## config.mk

```make
export PLATFORM = sky130hd
export DESIGN_NAME = iis_frame_fifo_flat
export DESIGN_NICKNAME = d
export VERILOG_FILES = /design/src/rtl/iis_pkg.sv /design/src/rtl/iis_frame_fifo_if.sv /design/src/rtl/iis_frame_ram.sv /design/src/rtl/iis_frame_fifo.sv /design/src/flat_wrapper.sv
export SDC_FILE = /design/constraint.sdc
export NUM_CORES = 1
export LEC_CHECK = 0
export ABC_AREA = 0
export BUFFER_PORTS_ARGS = -buffer_cell sky130_fd_sc_hd__buf_2
export CORE_ASPECT_RATIO = 0.9
export CORE_MARGIN = 2
export CORE_UTILIZATION = 60
export DETAILED_ROUTE_END_ITERATION = 10
export GPL_TIMING_DRIVEN = 0
export PLACE_DENSITY = 0.77
export SLEW_MARGIN = 20
export SYNTH_ARGS = -nofsm -noshare
export SYNTH_HDL_FRONTEND = slang
export SYNTH_HIERARCHICAL = 1
export SYNTH_SLANG_ARGS = --single-unit
```

## constraint.sdc

```tcl
create_clock -name clk_100m -period 9.1 [get_ports clk_100m]
set_input_delay 1.82 -clock clk_100m [delete_from_list [all_inputs] [get_ports clk_100m]]
set_output_delay 1.82 -clock clk_100m [all_outputs]
set_load 0.005 [all_outputs]
```

## src/rtl/iis_pkg.sv

```systemverilog
// rtl/iis_pkg.sv - shared constants and stereo frame type for the I2S frame path
// Purpose: default channel width, default FIFO depth and the {left, right} frame record.
// Ports: none.
package iis_pkg;

    localparam int IIS_DATA_W     = 24;
    localparam int IIS_FIFO_DEPTH = 16;

    typedef struct packed {
        logic [IIS_DATA_W-1:0] left;
        logic [IIS_DATA_W-1:0] right;
    } iis_frame_t;

endpackage

```

## src/rtl/iis_frame_fifo_if.sv

```systemverilog
// rtl/iis_frame_fifo_if.sv - show-ahead stereo frame output handshake
// Purpose: groups the head-frame valid/ready handshake and its two channel words.
// Ports (master = FIFO side):
//   frame_valid  master->slave  head frame is available
//   frame_ready  slave->master  consumer accepts the head frame
//   ldata_o      master->slave  head-frame left word
//   rdata_o      master->slave  head-frame right word
interface iis_frame_fifo_if
    import iis_pkg::*;
#(
    parameter int DATA_W = IIS_DATA_W
) ();

    logic              frame_valid;
    logic              frame_ready;
    logic [DATA_W-1:0] ldata_o;
    logic [DATA_W-1:0] rdata_o;

    modport master (
        output frame_valid,
        output ldata_o,
        output rdata_o,
        input  frame_ready
    );

    modport slave (
        input  frame_valid,
        input  ldata_o,
        input  rdata_o,
        output frame_ready
    );

endinterface

```

## src/rtl/iis_frame_ram.sv

```systemverilog
// rtl/iis_frame_ram.sv - simple dual-port frame storage, synchronous write, asynchronous read
// Purpose: DEPTH x WIDTH array without reset.
// Ports:
//   clk_i    write clock
//   we_i     write enable
//   waddr_i  write address
//   wdata_i  write data
//   raddr_i  read address
//   rdata_o  read data (combinational from raddr_i)
module iis_frame_ram #(
    parameter int WIDTH = 48,
    parameter int DEPTH = 16
) (
    input  logic                     clk_i,
    input  logic                     we_i,
    input  logic [$clog2(DEPTH)-1:0] waddr_i,
    input  logic [WIDTH-1:0]         wdata_i,
    input  logic [$clog2(DEPTH)-1:0] raddr_i,
    output logic [WIDTH-1:0]         rdata_o
);

    logic [WIDTH-1:0] mem_q [DEPTH];

    always_ff @(posedge clk_i) begin
        if (we_i) begin
            mem_q[waddr_i] <= wdata_i;
        end
    end

    assign rdata_o = mem_q[raddr_i];

endmodule

```

## src/rtl/iis_frame_fifo.sv

```systemverilog
// rtl/iis_frame_fifo.sv - captures stereo I2S frames on lrclk falls into a show-ahead FIFO
// Purpose: one {left, right} frame is written per completed L/R pair; the head frame is
//          presented on frame_if with valid/ready handshake.
// Ports:
//   clk_100m  system clock
//   rst_n     asynchronous active-low reset
//   en        capture enable
//   lrclk     word select, synchronous to clk_100m
//   ldata_i   left word to capture
//   rdata_i   right word to capture
//   frame_if  head-frame handshake (master)
//   level     number of stored frames
//   overflow  sticky: a frame was dropped because the FIFO was full
//   clr_ovf   clears overflow
module iis_frame_fifo
    import iis_pkg::*;
#(
    parameter int DATA_W = IIS_DATA_W,
    parameter int DEPTH  = IIS_FIFO_DEPTH
) (
    input  logic                   clk_100m,
    input  logic                   rst_n,
    input  logic                   en,
    input  logic                   lrclk,
    input  logic [DATA_W-1:0]      ldata_i,
    input  logic [DATA_W-1:0]      rdata_i,
    iis_frame_fifo_if.master       frame_if,
    output logic [$clog2(DEPTH):0] level,
    output logic                   overflow,
    input  logic                   clr_ovf
);

    localparam int AW = $clog2(DEPTH);
    localparam logic [AW:0] PTR_ONE = 1;

    logic                lrclk_q;
    logic                armed_q;
    logic [AW:0]         wr_ptr_q, wr_ptr_d;
    logic [AW:0]         rd_ptr_q, rd_ptr_d;
    logic [2*DATA_W-1:0] hold_q, hold_d;
    logic                overflow_q, overflow_d;
    logic [2*DATA_W-1:0] rd_word;

    logic cap, empty, full, valid, pop, drop, push;

    // lrclk_q comes out of reset high, so a line already low at release would look like
    // a fall; armed_q keeps the first edge after reset from capturing.
    assign cap   = lrclk_q & ~lrclk & en & armed_q;
    assign empty = (wr_ptr_q == rd_ptr_q);
    assign full  = (wr_ptr_q[AW] != rd_ptr_q[AW]) && (wr_ptr_q[AW-1:0] == rd_ptr_q[AW-1:0]);
    assign valid = ~empty;
    assign pop   = valid & frame_if.frame_ready;
    // A pop in the same cycle frees the slot, so a full FIFO only drops without one.
    assign drop  = cap & full & ~pop;
    assign push  = cap & ~drop;

    iis_frame_ram #(
        .WIDTH (2*DATA_W),
        .DEPTH (DEPTH)
    ) u_ram (
        .clk_i   (clk_100m),
        .we_i    (push),
        .waddr_i (wr_ptr_q[AW-1:0]),
        .wdata_i ({ldata_i, rdata_i}),
        .raddr_i (rd_ptr_q[AW-1:0]),
        .rdata_o (rd_word)
    );

    always_comb begin
        wr_ptr_d   = wr_ptr_q;
        rd_ptr_d   = rd_ptr_q;
        hold_d     = hold_q;
        overflow_d = overflow_q;
        if (push) wr_ptr_d = wr_ptr_q + PTR_ONE;
        if (pop)  rd_ptr_d = rd_ptr_q + PTR_ONE;
        // Track the presented head so the outputs keep it once the FIFO drains.
        if (valid) hold_d = rd_word;
        if (drop)         overflow_d = 1'b1;
        else if (clr_ovf) overflow_d = 1'b0;
    end

    always_ff @(posedge clk_100m or negedge rst_n) begin
        if (!rst_n) begin
            lrclk_q    <= 1'b1;
            armed_q    <= 1'b0;
            wr_ptr_q   <= '0;
            rd_ptr_q   <= '0;
            hold_q     <= '0;
            overflow_q <= 1'b0;
        end else begin
            lrclk_q    <= lrclk;
            armed_q    <= 1'b1;
            wr_ptr_q   <= wr_ptr_d;
            rd_ptr_q   <= rd_ptr_d;
            hold_q     <= hold_d;
            overflow_q <= overflow_d;
        end
    end

    assign level                = wr_ptr_q - rd_ptr_q;
    assign overflow             = overflow_q;
    assign frame_if.frame_valid = valid;
    assign frame_if.ldata_o     = valid ? rd_word[2*DATA_W-1:DATA_W] : hold_q[2*DATA_W-1:DATA_W];
    assign frame_if.rdata_o     = valid ? rd_word[DATA_W-1:0]        : hold_q[DATA_W-1:0];

endmodule
```

## src/flat_wrapper.sv

```systemverilog
// flat-port wrapper written by rule: the top's interface ports become plain ports
module iis_frame_fifo_flat import iis_pkg::*;
#(
    parameter int DATA_W = IIS_DATA_W,
    parameter int DEPTH  = IIS_FIFO_DEPTH
)
  (clk_100m, rst_n, en, lrclk, ldata_i, rdata_i, level, overflow, clr_ovf, frame_if_frame_valid, frame_if_ldata_o, frame_if_rdata_o, frame_if_frame_ready);
  iis_frame_fifo_if #(.DATA_W(DATA_W)) frame_if_i ();
  input  logic clk_100m;
  input  logic rst_n;
  input  logic en;
  input  logic lrclk;
  input  logic [DATA_W-1:0] ldata_i;
  input  logic [DATA_W-1:0] rdata_i;
  output logic [$clog2(DEPTH):0] level;
  output logic overflow;
  input  logic clr_ovf;
  output wire logic [$bits(frame_if_i.frame_valid)-1:0] frame_if_frame_valid;
  output wire logic [$bits(frame_if_i.ldata_o)-1:0] frame_if_ldata_o;
  output wire logic [$bits(frame_if_i.rdata_o)-1:0] frame_if_rdata_o;
  input wire logic [$bits(frame_if_i.frame_ready)-1:0] frame_if_frame_ready;
  assign frame_if_frame_valid = frame_if_i.frame_valid;
  assign frame_if_ldata_o = frame_if_i.ldata_o;
  assign frame_if_rdata_o = frame_if_i.rdata_o;
  assign frame_if_i.frame_ready = frame_if_frame_ready;
  iis_frame_fifo #(.DATA_W(DATA_W), .DEPTH(DEPTH)) u_core (.clk_100m(clk_100m), .rst_n(rst_n), .en(en), .lrclk(lrclk), .ldata_i(ldata_i), .rdata_i(rdata_i), .frame_if(frame_if_i), .level(level), .overflow(overflow), .clr_ovf(clr_ovf));
endmodule
```

==> qor.csv, run 1 <==
stage,metric,value,unit
detailed_routing,via_count,15600,
clocking,post_cts_resized,0,
worst_setup_path,critical_path_class,register to output pin,
worst_setup_path,crit_top_cell,clkbuf_1,
worst_setup_path,cp-start-kind,register,
placement,portBuffers,108,
sta,worstMarginPinSlew,1000,ps
layout,multi_input_area,0.00641,sq mm
global_route,antenna_found_initial,4,
detailed_routing,wirelength,72.8,mm
layout,layout-drive-gt1-share,34.9,%
detailed_routing,viasPerCell,6.60,
detailed_routing,antenna_left,0,
global_route,busiest_layer,met2,
power_and_ir_drop,vdd_drop_max,226,uV
worst_setup_path,r2r_end,u_core/u_ram/mem_q[8][33]$_DFFE_PP_,
floorplanning,num_rows,79,
clocking,cts_buffer_depth,3,
global_route,grt_pass1_wl,106,mm
logic_synthesis,synth_top_area_share,73.7,%
logic_synthesis,postSynthAreaPerCell,23.0,sq um
min_path,hold_class,register to register,
floorplanning,dieHeight,221,um
power_and_ir_drop,power_density,301,mW/mm^2
sta,period_needed,5520,ps
worst_setup_path,timing.rr.start,u_core/wr_ptr_q[0]$_DFFE_PN0P_,
sta,min_period_over_period,60.6,%
min_path,hold_path.startpoint,u_core/hold_q[34]$_DFFE_PN0N_,
detailed_routing,dr.pass1.iters,5,
clocking,postCtsSetupBuffers,0,
run,cap_viol_max_count,0,
global_route,grt_max_degree,45,
worst_setup_path,critPathCaptureType,output pin,
logic_synthesis,yosysSeqAreaShare,78.6,%
worst_setup_path,critPathBufInv,3,
sta,setup_tns,0,ps
clocking,cts_root_buf,clkbuf_16,
clocking,clock_latency,610,ps
worst_setup_path,path_depth,7,
clocking,clkTransAtPathRegs,60,ps
sta,worst_slew_margin_rel,33.4,%
worst_setup_path,slowest_stage,clkbuf_1,
clocking,cts_hold_buf,0,
placement,dp_hpwl,43.2,mm
sta,setup_viol,0,
layout,final_common_cell,edfxtp_1,
power_and_ir_drop,leakage,12.0,nW
logic_synthesis,synth_seq_cells,829,
global_route,met2_usage,44.3,%
floorplanning,die_w,245,um
detailed_routing,drt_iter0_markers,2063,
worst_setup_path,crit_path_max_fanout,10,
sta,hold-worst-slack,491,ps
min_path,hold_depth,1,
layout,seq_area,0.0246,sq mm
global_route,first_global_vias,15900,
worst_setup_path,endpoint,frame_if_rdata_o[12],
layout,final_cell_mix,"edfxtp_1, mux4_2, buf_2",
global_route,grt_usage,27.8,%
worst_setup_path,rr_worst_depth,12,
logic_synthesis,post-synth-top-area-cell,edfxtp_1,
layout,syn_to_final_growth,16.0,%
logic_synthesis,synth_nets,1424,
worst_setup_path,arrival,3700,ps
global_route,overflow,0,
detailed_routing,drc,0,
sta,rsz0062_at_grt,false,
worst_setup_path,worstPathRequired,7280,ps
global_route,met1_usage,39.3,%
logic_synthesis,synth_area_leaders,"edfxtp_1, mux4_2, dfrtp_1",
sta,final_max_slew_viol_count,0,
status,status,"complete, no violations",
sta,fmax,0.181,GHz
logic_synthesis,ys_types,39,
placement,routabilityCongestion,0.726,
floorplanning,die_area,0.0540,sq mm
worst_setup_path,path_cells,"clkbuf_1, clkbuf_1, mux4_2, a22oi_1, nand2_1, mux2_2, buf_2",
sta,hold_viol,0,
clocking,numCtsBuffers,77,
clocking,cts_sinks,829,
floorplanning,start_util,60.7,%
logic_synthesis,syn_area,0.0313,sq mm
layout,nets,1669,
clocking,cts_tree,built,
logic_synthesis,yosys_warnings,6,
worst_setup_path,critPathMaxStageDelay,740,ps
sta,skew,15.8,ps
floorplanning,core-area,0.0516,sq mm
layout,num-fill-cells,2947,
global_route,use_met3,5.65,%
worst_setup_path,worstSetupStartpoint,u_core/rd_ptr_q[1]$_DFFE_PN0P_,
clocking,htree_levels,3,
logic_synthesis,synthCells,1363,
worst_setup_path,rrSetupSlack,4980,ps
floorplanning,ios,109,
detailed_routing,routedWlPerCell,30.8,um
worst_setup_path,critical-path-top-delay-family,buffers and inverters,
## routing by layer
| layer | routed length (um) | share of wire [%] | vias to the layer above |
|---|---|---|---|
| met1 | 27600 | 38 | 8211 |
| met3 | 7180 | 9.9 | 198 |
| met5 | 32 | 0.044 | - |
| met2 | 35400 | 49 | 936 |
| li1 | - | - | 6242 |
| met4 | 2580 | 3.5 | 6 |
## through the flow
stage	cells	instance area, sq um	setup WS (ps)	util, %	total power (W)
CTS	2360	36300	3590	70.4	0.0110
global placement	2159	32700	-1550	63.4	0.00760
detailed placement	2217	33700	4180	65.4	0.00771
global route	2360	36300	3500	70.4	0.0114
floorplan	1363	31300	2410	-	0.00658
finish	2361	36300	3580	70.4	0.0109
## layout make-up
cell class,count,share of cell area [%]
Timing Repair Buffer,166,4.03
Tap cell,688,2.37
Antenna cell,1,0.00689
Sequential cell,829,67.7
Clock inverter,40,1.14
Inverter,8,0.0827
Clock buffer,103,5.97
Multi-Input combinational cell,457,17.7
Buffer,69,1.04
## state kept, by name, summed over array words and instances (netlist names)
signal / flops
u_core/wr_ptr_q: 5
u_core/u_ram/mem_q: 768
u_core/hold_q: 48
u_core/rd_ptr_q: 5
u_core/overflow: 1
u_core/lrclk_q: 1
u_core/armed_q: 1
## synth_stat cells
| cell | count |
|---|---|
| nand4_1 | 4 |
| dfrtp_1 | 60 |
| nor2_1 | 15 |
| inv_1 | 7 |
| ha_1 | 6 |
| buf_2 | 8 |
| inv_2 | 1 |
| nand3b_1 | 2 |
| or3_1 | 1 |
| or3b_2 | 1 |
| a211o_1 | 1 |
| mux4_2 | 192 |
| nand3_1 | 1 |
| a32o_1 | 1 |
| a22oi_1 | 96 |
| and4b_1 | 1 |
| and2_1 | 1 |
| nor3_1 | 5 |
| nor2b_1 | 2 |
| edfxtp_1 | 768 |
| a21o_1 | 2 |
| nor2_4 | 1 |
| o21ai_0 | 2 |
| nor4_2 | 1 |
| nand2b_1 | 2 |
| xnor2_1 | 8 |
| conb_1 | 1 |
| nand2_1 | 54 |
| xor2_1 | 3 |
| buf_4 | 19 |
| buf_1 | 9 |
| clkbuf_1 | 28 |
| o31a_1 | 1 |
| mux2_2 | 42 |
| dfstp_2 | 1 |
| fa_1 | 1 |
| a21oi_1 | 2 |
| buf_6 | 5 |
| mux2_4 | 8 |
## where the power goes
group          internal (W)  total [W]  switching (W)
Clock               0.00189    0.00325        0.00137
Sequential          0.00434    0.00443      0.0000883
Combinational       0.00150    0.00325        0.00175
Total               0.00773     0.0109        0.00320
## how the worst min path moves through the flow
stage / end / slack, ps
floorplan: u_core/hold_q[14]$_DFFE_PN0N_ / 480
global placement: u_core/overflow$_DFFE_PN0P_ / 470
detailed placement: u_core/hold_q[40]$_DFFE_PN0N_ / 480
CTS: u_core/hold_q[40]$_DFFE_PN0N_ / 490
global route: u_core/hold_q[33]$_DFFE_PN0N_ / 500
finish: u_core/hold_q[34]$_DFFE_PN0N_ / 490
## kinds of logic (layout without fill, tap and decap cells)
group,Yosys count,count (layout),share of synthesized area (%)
other,1,2,0.0120
xor gates and xnor gates,11,11,0.308
AOI/OAI and AO/OA,105,105,2.50
adders and majority gates,7,7,0.304
muxes,242,242,15.7
and+or+nand+nor,91,91,1.31
DFF,829,829,78.6
buffers and inverters,77,386,1.30
(Power assumes the default switching activity.)
==> run 2, diff against run 1 <==
CORE_UTILIZATION = 55   (was 60)
PLACE_DENSITY = 0.75   (was 0.77)
clock period = 5 ns   (was 9.1 ns; I/O delays follow)
==> run 2 against run 1 <==
Compared with the run above:
- final area grew 0.56%
- clock power grew 80%
- flip-flop and latch count is the same
- non-clock buffer count shrank 9
- utilization shrank 5.2 points
- combinational power grew 81%
- sequential share of layout area shrank 0.38 points
- register-to-register slack lost 4000 ps
==> qor.csv, run 2 (synthesis results as in run 1) <==
stage,metric,value,unit,change
layout,layout-drive-gt1-share,33.7,%,-1.3 points
min_path,hold_class,input port to async pin,,
sta,skew,17.7,ps,+1.98 ps
placement,dpl_cell_area,0.0340,sq mm,+0.72%
clocking,cts_sinks,829,,unchanged
layout,final_common_cell,edfxtp_1,,
floorplanning,ios,109,,unchanged
power_and_ir_drop,vdd_drop_max,338,uV,+50%
floorplanning,dieHeight,230,um,+4.4%
worst_setup_path,crit_path_max_fanout,10,,unchanged
placement,portBuffers,108,,unchanged
layout,top_regs,"u_core/u_ram/mem_q x768, u_core/hold_q x48",,
power_and_ir_drop,power_density,542,mW/mm^2,+80%
clocking,clock_latency,630,ps,+20 ps
power_and_ir_drop,power_frac_comb,29.8,%,about the same
global_route,grt_pass1_wl,107,mm,+0.97%
layout,largest_register,u_core/u_ram/mem_q,,
status,status,"complete, no violations",,
detailed_routing,routedWlPerCell,29.9,um,-3.2%
layout,multi_input_area,0.00644,sq mm,+0.39%
sta,fmax,0.214,GHz,
worst_setup_path,rr_worst_depth,9,,-3
sta,min_period_over_period,93.4,%,
worst_setup_path,cp-start-kind,register,,
worst_setup_path,critPathCaptureType,output pin,,
global_route,first_global_vias,16100,,+1.4%
detailed_routing,viasPerCell,6.40,,-3.1%
global_route,antenna_found_initial,4,,unchanged
sta,setup_viol,0,,unchanged
layout,largest_reg_flops,768,,unchanged
detailed_routing,dr.pass1.iters,5,,unchanged
placement,dp_hpwl,44.1,mm,+2.2%
placement,dpl_worst_slack,983,ps,-3190 ps
worst_setup_path,critical_path_class,register to output pin,,
floorplanning,start_util,55.9,%,-4.8 points
power_and_ir_drop,leakage,12.0,nW,about the same
detailed_routing,wirelength,72.5,mm,-0.50%
layout,num-fill-cells,3558,,+21%
placement,dp_cells,2276,,+2.7%
power_and_ir_drop,switching_share,29.4,%,+0.13 points
power_and_ir_drop,clock_power_share,29.5,%,-0.3 points
worst_setup_path,rrSetupSlack,950,ps,-4030 ps
floorplanning,num_rows,82,,+3.8%
global_route,grt_max_degree,41,,-8.9%
clocking,htree_levels,3,,unchanged
detailed_routing,antenna_left,0,,unchanged
floorplanning,core-area,0.0560,sq mm,+8.6%
global_route,overflow,0,,unchanged
clocking,cts_hold_buf,0,,unchanged
layout,seq_area,0.0246,sq mm,unchanged
worst_setup_path,endpoint,frame_if_ldata_o[8],,
floorplanning,die_w,255,um,+4.4%
layout,final_cell_mix,"edfxtp_1, mux4_2, buf_2",,
sta,worst_slew_margin_rel,34.2,%,+0.86 points
worst_setup_path,worstPathRequired,4000,ps,-3280 ps
worst_setup_path,arrival,3670,ps,-30 ps
clocking,cts_tree,built,,
sta,hold_viol,0,,unchanged
detailed_routing,drt_iter0_markers,1797,,-13%
layout,layout.cells.non_filler,2426,,+2.8%
clocking,clkTransAtPathRegs,60,ps,about the same
global_route,grt_usage,25.3,%,-2.5 points
clocking,numCtsBuffers,81,,+5.2%
layout,syn_to_final_growth,16.7,%,
clocking,cts_buffer_depth,3,,unchanged
clocking,post_cts_resized,0,,unchanged
power_and_ir_drop,p_switching,0.00583,W,+82%
placement,routabilityCongestion,0.733,,+0.91%
detailed_routing,via_count,15500,,-0.40%
sta,rsz0062_at_grt,false,,
layout,design_area,0.0365,sq mm,+0.56%
power_and_ir_drop,p_seq_share,40.7,%,+0.2 points
sta,worstMarginPinSlew,987,ps,-12.9 ps
clocking,cts_root_buf,clkbuf_16,,
power_and_ir_drop,totalPowerFinal,0.0198,W,+81%
layout,finish.utilization,65.2,%,-5.2 points
sta,worst_slack,331,ps,-3250 ps
worst_setup_path,timing.rr.start,u_core/wr_ptr_q[0]$_DFFE_PN0P_,,
detailed_routing,drc,0,,unchanged
sta,final_max_slew_viol_count,0,,unchanged
power_and_ir_drop,p_int,0.0140,W,+81%
worst_setup_path,r2r_end,u_core/u_ram/mem_q[0][46]$_DFFE_PP_,,
sta,period_needed,4670,ps,
worst_setup_path,worstSetupStartpoint,u_core/rd_ptr_q[1]$_DFFE_PN0P_,,
layout,nets,1664,,-0.30%
clocking,postCtsSetupBuffers,0,,unchanged
floorplanning,die_area,0.0588,sq mm,+8.9%
run,cap_viol_max_count,0,,unchanged
-- run 2: how the worst min path moves through the flow --
stage,from,end,cells after the start
after global routing,rst_n,u_core/hold_q[8]$_DFFE_PN0N_,1
final,rst_n,u_core/hold_q[8]$_DFFE_PN0N_,1
after detailed placement,u_core/hold_q[21]$_DFFE_PN0N_,u_core/hold_q[21]$_DFFE_PN0N_,1
after floorplan,u_core/hold_q[14]$_DFFE_PN0N_,u_core/hold_q[14]$_DFFE_PN0N_,1
after CTS,rst_n,u_core/hold_q[10]$_DFFE_PN0N_,1
after global placement,u_core/overflow$_DFFE_PN0P_,u_core/overflow$_DFFE_PN0P_,1
-- run 2: power groups by stage --
stage | clock, W | sequential (W) | combinational (W)
3_5_place_dp | 0 | 0.00820 | 0.00585
4_1_cts | 0.00593 | 0.00806 | 0.00596
6_report | 0.00584 | 0.00806 | 0.00589
3_3_place_gp | 0 | 0.00818 | 0.00566
2_1_floorplan | 0 | 0.00814 | 0.00384
5_1_grt | 0.00616 | 0.00809 | 0.00632
-- run 2: cell type report --
cell class / count / share of cell area (%)
clock inverters: 40 / 0.750
repair buffers: 157 / 4.37
multi-input cells: 457 / 17.6
inverters: 8 / 0.0822
plain buffers: 69 / 1.03
clock buffers: 109 / 6.21
diodes: 1 / 0.00685
flip-flops and latches: 829 / 67.3
well taps: 756 / 2.59
-- run 2: critical path: stages, from the launching register on --
cell	delay, ps
dfrtp_1	520
clkbuf_1	530
clkbuf_1	760
mux4_2	450
a22oi_1	210
nand2_1	110
mux2_2	320
buf_2	140
-- run 2: layer usage --
| metal | vias to the layer above | wire length, um | GRT usage (%) | part of all wire, % |
|---|---|---|---|---|
| met3 | 150 | 7490 | 6.91 | 10 |
| met2 | 923 | 34800 | 39.8 | 48 |
| met5 | - | 36 | 0 | 0.050 |
| li1 | 6231 | - | - | - |
| met1 | 8221 | 28300 | 35.0 | 39 |
| met4 | 6 | 1890 | 7.89 | 2.6 |
-- run 2: metrics by stage --
stage          TNS [ps]  hold WS (ps)
2_1_floorplan         0           476
3_3_place_gp   -1326980           471
3_5_place_dp          0           478
4_1_cts               0           297
5_1_grt               0           314
6_report              0           308
